## src/rtl/ula_pkg.sv

```systemverilog
// Shared definitions for the logic-unit arbiter: widths, opcodes and FSM states.
package ula_pkg;
    localparam int LARG     = 8;
    localparam int LARG_RES = 9;

    localparam logic [3:0] OP_NOT  = 4'b0111;
    localparam logic [3:0] OP_AND  = 4'b1000;
    localparam logic [3:0] OP_OR   = 4'b1001;
    localparam logic [3:0] OP_XOR  = 4'b1010;
    localparam logic [3:0] OP_XNOR = 4'b1011;

    typedef enum logic [1:0] {OCIOSO, EXECUTA, RESPONDE} estado_t;
endpackage

```

## src/rtl/comparador8bits.sv

```systemverilog
// Shared 8-bit logic unit (NOT/AND/OR/XOR/XNOR); unsupported codes yield 0.
// o_erro exists only when ARBITRO_ULA_ERRO_OPCODE_EN is defined.
module comparador8bits
    import ula_pkg::*;
(
    input  logic [LARG-1:0]     i_a,
    input  logic [LARG-1:0]     i_b,
    input  logic [3:0]          i_codigo,
`ifdef ARBITRO_ULA_ERRO_OPCODE_EN
    output logic                o_erro,
`endif
    output logic [LARG_RES-1:0] o_resultado
);

    always_comb begin
        o_resultado = '0;
        case (i_codigo)
            OP_NOT:  o_resultado[LARG-1:0] = ~i_a;
            OP_AND:  o_resultado[LARG-1:0] = i_a & i_b;
            OP_OR:   o_resultado[LARG-1:0] = i_a | i_b;
            OP_XOR:  o_resultado[LARG-1:0] = i_a ^ i_b;
            OP_XNOR: o_resultado[LARG-1:0] = ~(i_a ^ i_b);
            default: o_resultado = '0;
        endcase
    end

`ifdef ARBITRO_ULA_ERRO_OPCODE_EN
    assign o_erro = !(i_codigo inside {OP_NOT, OP_AND, OP_OR, OP_XOR, OP_XNOR});
`endif

endmodule

```

## src/rtl/arbitro_ula_logica.sv

```systemverilog
// Two-channel round-robin arbiter sharing one logic unit; request/response handshakes.
// Optional macro ARBITRO_ULA_ERRO_OPCODE_EN enables the registered unsupported-code flag.
module arbitro_ula_logica
    import ula_pkg::*;
(
    input  logic                clk,
    input  logic                rst_n,
    input  logic [1:0]          req_valid,
    output logic [1:0]          req_ready,
    input  logic [LARG-1:0]     entradaA0,
    input  logic [LARG-1:0]     entradaB0,
    input  logic [LARG-1:0]     entradaA1,
    input  logic [LARG-1:0]     entradaB1,
    input  logic [3:0]          codigo0,
    input  logic [3:0]          codigo1,
    output logic [1:0]          resp_valid,
    input  logic [1:0]          resp_ready,
    output logic [LARG_RES-1:0] resultado,
    output logic                resp_erro
);

    estado_t               r_estado, w_prox;
    logic                  r_ultimo;
    logic                  r_canal;
    logic [LARG-1:0]       r_a, r_b;
    logic [3:0]            r_cod;
    logic [LARG_RES-1:0]   r_resultado;
    logic [1:0]            w_grant;
    logic                  w_canal;
    logic [LARG-1:0]       w_a, w_b;
    logic [3:0]            w_cod;
    logic [LARG_RES-1:0]   w_res;

    // Under contention the channel that was not served last wins.
    always_comb begin
        w_grant = 2'b00;
        if (r_estado == OCIOSO) begin
            case (req_valid)
                2'b01:   w_grant = 2'b01;
                2'b10:   w_grant = 2'b10;
                2'b11:   w_grant = r_ultimo ? 2'b01 : 2'b10;
                default: w_grant = 2'b00;
            endcase
        end
    end

    assign req_ready = w_grant;
    assign w_canal   = w_grant[1];
    assign w_a       = w_canal ? entradaA1 : entradaA0;
    assign w_b       = w_canal ? entradaB1 : entradaB0;
    assign w_cod     = w_canal ? codigo1   : codigo0;

    always_ff @(posedge clk or negedge rst_n) begin
        if (!rst_n) r_estado <= OCIOSO;
        else        r_estado <= w_prox;
    end

    always_comb begin
        w_prox = r_estado;
        case (r_estado)
            OCIOSO:   if (|req_valid) w_prox = EXECUTA;
            EXECUTA:  w_prox = RESPONDE;
            RESPONDE: if (resp_ready[r_canal]) w_prox = OCIOSO;
            default:  w_prox = OCIOSO;
        endcase
    end

    always_comb begin
        resp_valid = 2'b00;
        if (r_estado == RESPONDE) resp_valid[r_canal] = 1'b1;
    end

    always_ff @(posedge clk or negedge rst_n) begin
        if (!rst_n) begin
            r_ultimo    <= 1'b1;
            r_canal     <= 1'b0;
            r_a         <= '0;
            r_b         <= '0;
            r_cod       <= '0;
            r_resultado <= '0;
        end else begin
            if (|w_grant) begin
                r_ultimo <= w_canal;
                r_canal  <= w_canal;
                r_a      <= w_a;
                r_b      <= w_b;
                r_cod    <= w_cod;
            end
            if (r_estado == EXECUTA) r_resultado <= w_res;
        end
    end

    assign resultado = r_resultado;

`ifdef ARBITRO_ULA_ERRO_OPCODE_EN
    logic w_erro;
    logic r_erro;

    comparador8bits u_comparador (
        .i_a         (r_a),
        .i_b         (r_b),
        .i_codigo    (r_cod),
        .o_erro      (w_erro),
        .o_resultado (w_res)
    );

    always_ff @(posedge clk or negedge rst_n) begin
        if (!rst_n)                    r_erro <= 1'b0;
        else if (r_estado == EXECUTA)  r_erro <= w_erro;
    end

    assign resp_erro = r_erro;
`else
    comparador8bits u_comparador (
        .i_a         (r_a),
        .i_b         (r_b),
        .i_codigo    (r_cod),
        .o_resultado (w_res)
    );

    assign resp_erro = 1'b0;
`endif

endmodule
```

## config.mk

```make
export PLATFORM = sky130hd
export DESIGN_NAME = arbitro_ula_logica
export DESIGN_NICKNAME = d
export VERILOG_FILES = /design/src/rtl/ula_pkg.sv /design/src/rtl/comparador8bits.sv /design/src/rtl/arbitro_ula_logica.sv
export SDC_FILE = /design/constraint.sdc
export NUM_CORES = 1
export LEC_CHECK = 0
export BUFFER_PORTS_ARGS = -buffer_cell sky130_fd_sc_hd__buf_2
export CAP_MARGIN = 20
export CORE_ASPECT_RATIO = 0.75
export CORE_MARGIN = 5
export CORE_UTILIZATION = 30
export CTS_BUF_LIST = sky130_fd_sc_hd__clkbuf_4 sky130_fd_sc_hd__clkbuf_8
export DETAILED_ROUTE_END_ITERATION = 16
export PLACE_DENSITY = 0.5
export SLEW_MARGIN = 20
export SYNTH_ARGS = -nofsm -noshare
export SYNTH_HDL_FRONTEND = slang
export SYNTH_HIERARCHICAL = 1
export SYNTH_SLANG_ARGS = --single-unit
```

## constraint.sdc

```tcl
create_clock -name clk -period 4.4 [get_ports clk]
set_input_delay 0.44 -clock clk [delete_from_list [all_inputs] [get_ports clk]]
set_output_delay 0.44 -clock clk [all_outputs]
set_load 0.005 [all_outputs]
```

==> summary.md <==
| Metric | Value |
|---|---|
| Status | `finished clean` |
| VDD IR max | `0.331 mV` |
| Commonest non-fill, non-tap cell in the layout | `buf_2` |
| Synth Area in XOR/XNOR | `0%` |
| CP arrival | `1.82 ns` |
| Leak pwr | `~0.0014 µW` |
| Tmin final | `2.26 ns` |
| Sequential fraction of the synthesis area | `38.5%` |
| Nets | `approximately 340` |
| Clk sinks | `33` |
| Antenna diode instance count | `0` |
| Internal | `982 µW` |
| Max Clock Freq | `443 MHz` |
| Synth Area in Compound Gates | `18.9%` |
| Placed insts | `365` |
| Number of global-route vias before repair | `1740` |
| CP startpoint | `r_estado[1]` |
| CTS tree | `built` |
| Root buf cell | `clkbuf_8` |
| Netlist cell types | `33` |
| Via count | `1695` |
| Post-synthesis mux area share | `between 10% and 20%` |
| Initial antenna violation count | `0` |
| Starting Density | `31.2%` |
| Chip width | `108 µm` |
| I/O Buffers | `58` |
| Setup violations, final | `0` |
| Sw power | `617 µW` |
| Slew headroom | `between 40% and 50%` |
| Post-route ant nets | `0` |
| Die Area | `~0.009 mm²` |
| Post-Syn Area per Cell | `9.68 µm²` |
| Largest family of logic cells by synthesized area | `compound AO/OA/AOI/OAI gates` |
| Critical path launch point type | `flip-flop` |
| Comb pwr share | `47.6%` |
| Fin area | `0.00256 mm²` |
| Worst skew pair latency | `0.28 ns` |
| CP max FO | `21` |
| Worst Skew | `0.00501 ns` |
| Reg2Reg Depth | `4` |
| Hold Crit Class | `primary input to asynchronous set/reset pin` |
| GP Congestion | `~0.8` |
| Least-Margin Pin Slew | `0.861 ns` |
| Adder-Cell Fraction of Synth Area | `9.31%` |
| Final Worst Setup Slack | `2.14 ns` |
| Mapped cell area | `0.00215 mm²` |
| Max H-tree Level | `2` |
| # rows | `26` |
| PD cells | `approximately 620 mW/mm²` |
| Via density | `4.56` |
| Register bit total from synthesis | `33` |
| RSZ-0062 raised after global routing | `no` |
| CP Class | `flip-flop to output port` |
| GRT overflow | `0` |
| Post-CTS sizing | `0` |
| CTS buffer count | `5` |
| Final WL | `slightly below 5 mm` |
| Placed instance area | `0.00247 mm²` |
| Max-Cap Viols | `0` |
| Die Ht | `83.3 µm` |
| Drt drc | `0` |
| First-pass GRT wire length | `8.20 mm` |
| Wire length per cell | `between 10 and 15 µm` |
| Post-CTS Hold Buffers | `0` |
| DP Worst Slack | `2.38 ns` |
| Area delta synth->final | `19.2%` |
| Critical path endpoint category | `output port` |
| Fin cells | `372` |
| CP Data Required Time | `3.96 ns` |
| Share of cells above drive strength 1 | `32.8%` |
| Fill cells | `738` |
| Hold Vio Cnt, Final | `0` |
| Drt pass-1 iters | `5` |
| Core area | `0.00690 mm²` |
| Count of final max-slew check failures | `0` |
| Worst-path clk slew | `0.07 ns` |
| Clock power frac | `roughly 15%` |
| Syn. warnings | `6` |
| R2r startpoint | `r_cod[1]` |
| Post-CTS Setup Inserts | `0` |
| Mapped Nets | `284` |
| Simple logic cell fraction of the synthesized area | `4.95%` |
| Critical Path End | `req_ready[1]` |
| Reg2reg end | `resultado[2]` |
| Tot GR Track Use | `11.1%` |
| Most frequent cells in the layout | `buf_2 (58), inv_1 (57), dfrtp_1 (32)` |
| IO Count | `60` |
| Number of DRC markers in iteration 0 | `31` |
| HPWL after DPL | `3.59 mm` |
| CTS Buffer Depth | `2` |
| Switching Share | `38.6%` |
| Syn Inst Count | `222` |
| Tcrit/Tclk final | `51.3%` |
| R2R setup slack | `2.42 ns` |
| Setup TNS | `0 ns` |
| Largest net degree at the start of global routing | `34` |
| Part of the power in registers | `37.6%` |
[cell type report]
| cell class | instances | area (µm²) | share of cell area [%] |
|---|---|---|---|
| repair buffers | 59 | 298 | 11.6 |
| well taps | 98 | 123 | 4.79 |
| multi-input cells | 118 | 1010 | 39.5 |
| flip-flops and latches | 33 | 827 | 32.3 |
| clock buffers | 7 | 90.1 | 3.52 |
| inverters | 57 | 214 | 8.35 |
[worst max-delay path, stage by stage, from the launching register on]
cell and delay [ns]:
dfrtp_1 0.40, nor2_1 0.18, nand3_1 0.64, inv_1 0.18
buf_2 0.13
[cells in the mapped netlist (all sizes together)]
cell type  instances  area, µm²
buf               11       85.1
ha                16        200
o221ai            19        166
o21ai             27        135
mux2i              8       80.1
or2b               1       7.51
o21bai             1       11.3
nor3b              1       12.5
nand4b             1       15.0
clkbuf             3       12.5
conb               2       7.51
nand2              1       3.75
nand3              2       15.0
a221o              1       10.0
and3b              1       8.76
or2                1       8.76
dfrtp             32        801
nand2b             2       12.5
nor2               6       22.5
inv               57        214
dfstp              1       26.3
o221a              1       11.3
a22oi              7       57.6
mux2              18        210
o21a               2       15.0
[flip-flops by register name (all words and copies together) (netlist names)]
name,flops
resultado,9
r_ultimo,1
r_estado,2
r_a,8
r_canal,1
r_cod,4
r_b,8
[logic make-up (layout without fill, tap and decap cells)]
logic type      after synthesis  in the layout
simple gates                 16             16
flops                        33             33
compound gates               58             58
other cells                   2              2
buf+inv                      71            123
mux                          26             26
fa+ha+maj                    16             16
[routing by layer]
metal / GRT usage (%) / up-vias / wire [µm]
met1: 15.1 / 807 / 2440
li1: - / 849 / -
met5: 0 / - / 0
met4: 2.87 / 0 / 19
met3: 3.26 / 2 / 279
met2: 17.3 / 37 / 2230
[stage by stage]
step | hold slack (ns) | util (%) | total power [µW]
final | 0.220 | 37.2 | 1600
after global routing | 0.276 | 37.2 | 1750
after CTS | 0.247 | 37.2 | 1620
after detailed placement | 0.492 | 35.8 | 1380
after global placement | 0.485 | 35.8 | 1350
after floorplan | 0.144 | - | 1190
[power groups by stage]
stage	Clock [µW]	Combinational, µW	Sequential (µW)
after global routing	255	860	631
after detailed placement	0	766	611
after global placement	0	745	605
after CTS	245	772	605
after floorplan	0	644	550
final	236	761	602
[how the worst min path moves through the flow]
stage | end | slack (ns)
after floorplan | r_a[0] | 0.14
after global placement | resultado[4] | 0.48
after detailed placement | resultado[8] | 0.49
after CTS | resultado[8] | 0.25
after global routing | resultado[8] | 0.28
final | resultado[8] | 0.22
No activity file was read; power rests on OpenSTA's default activity.
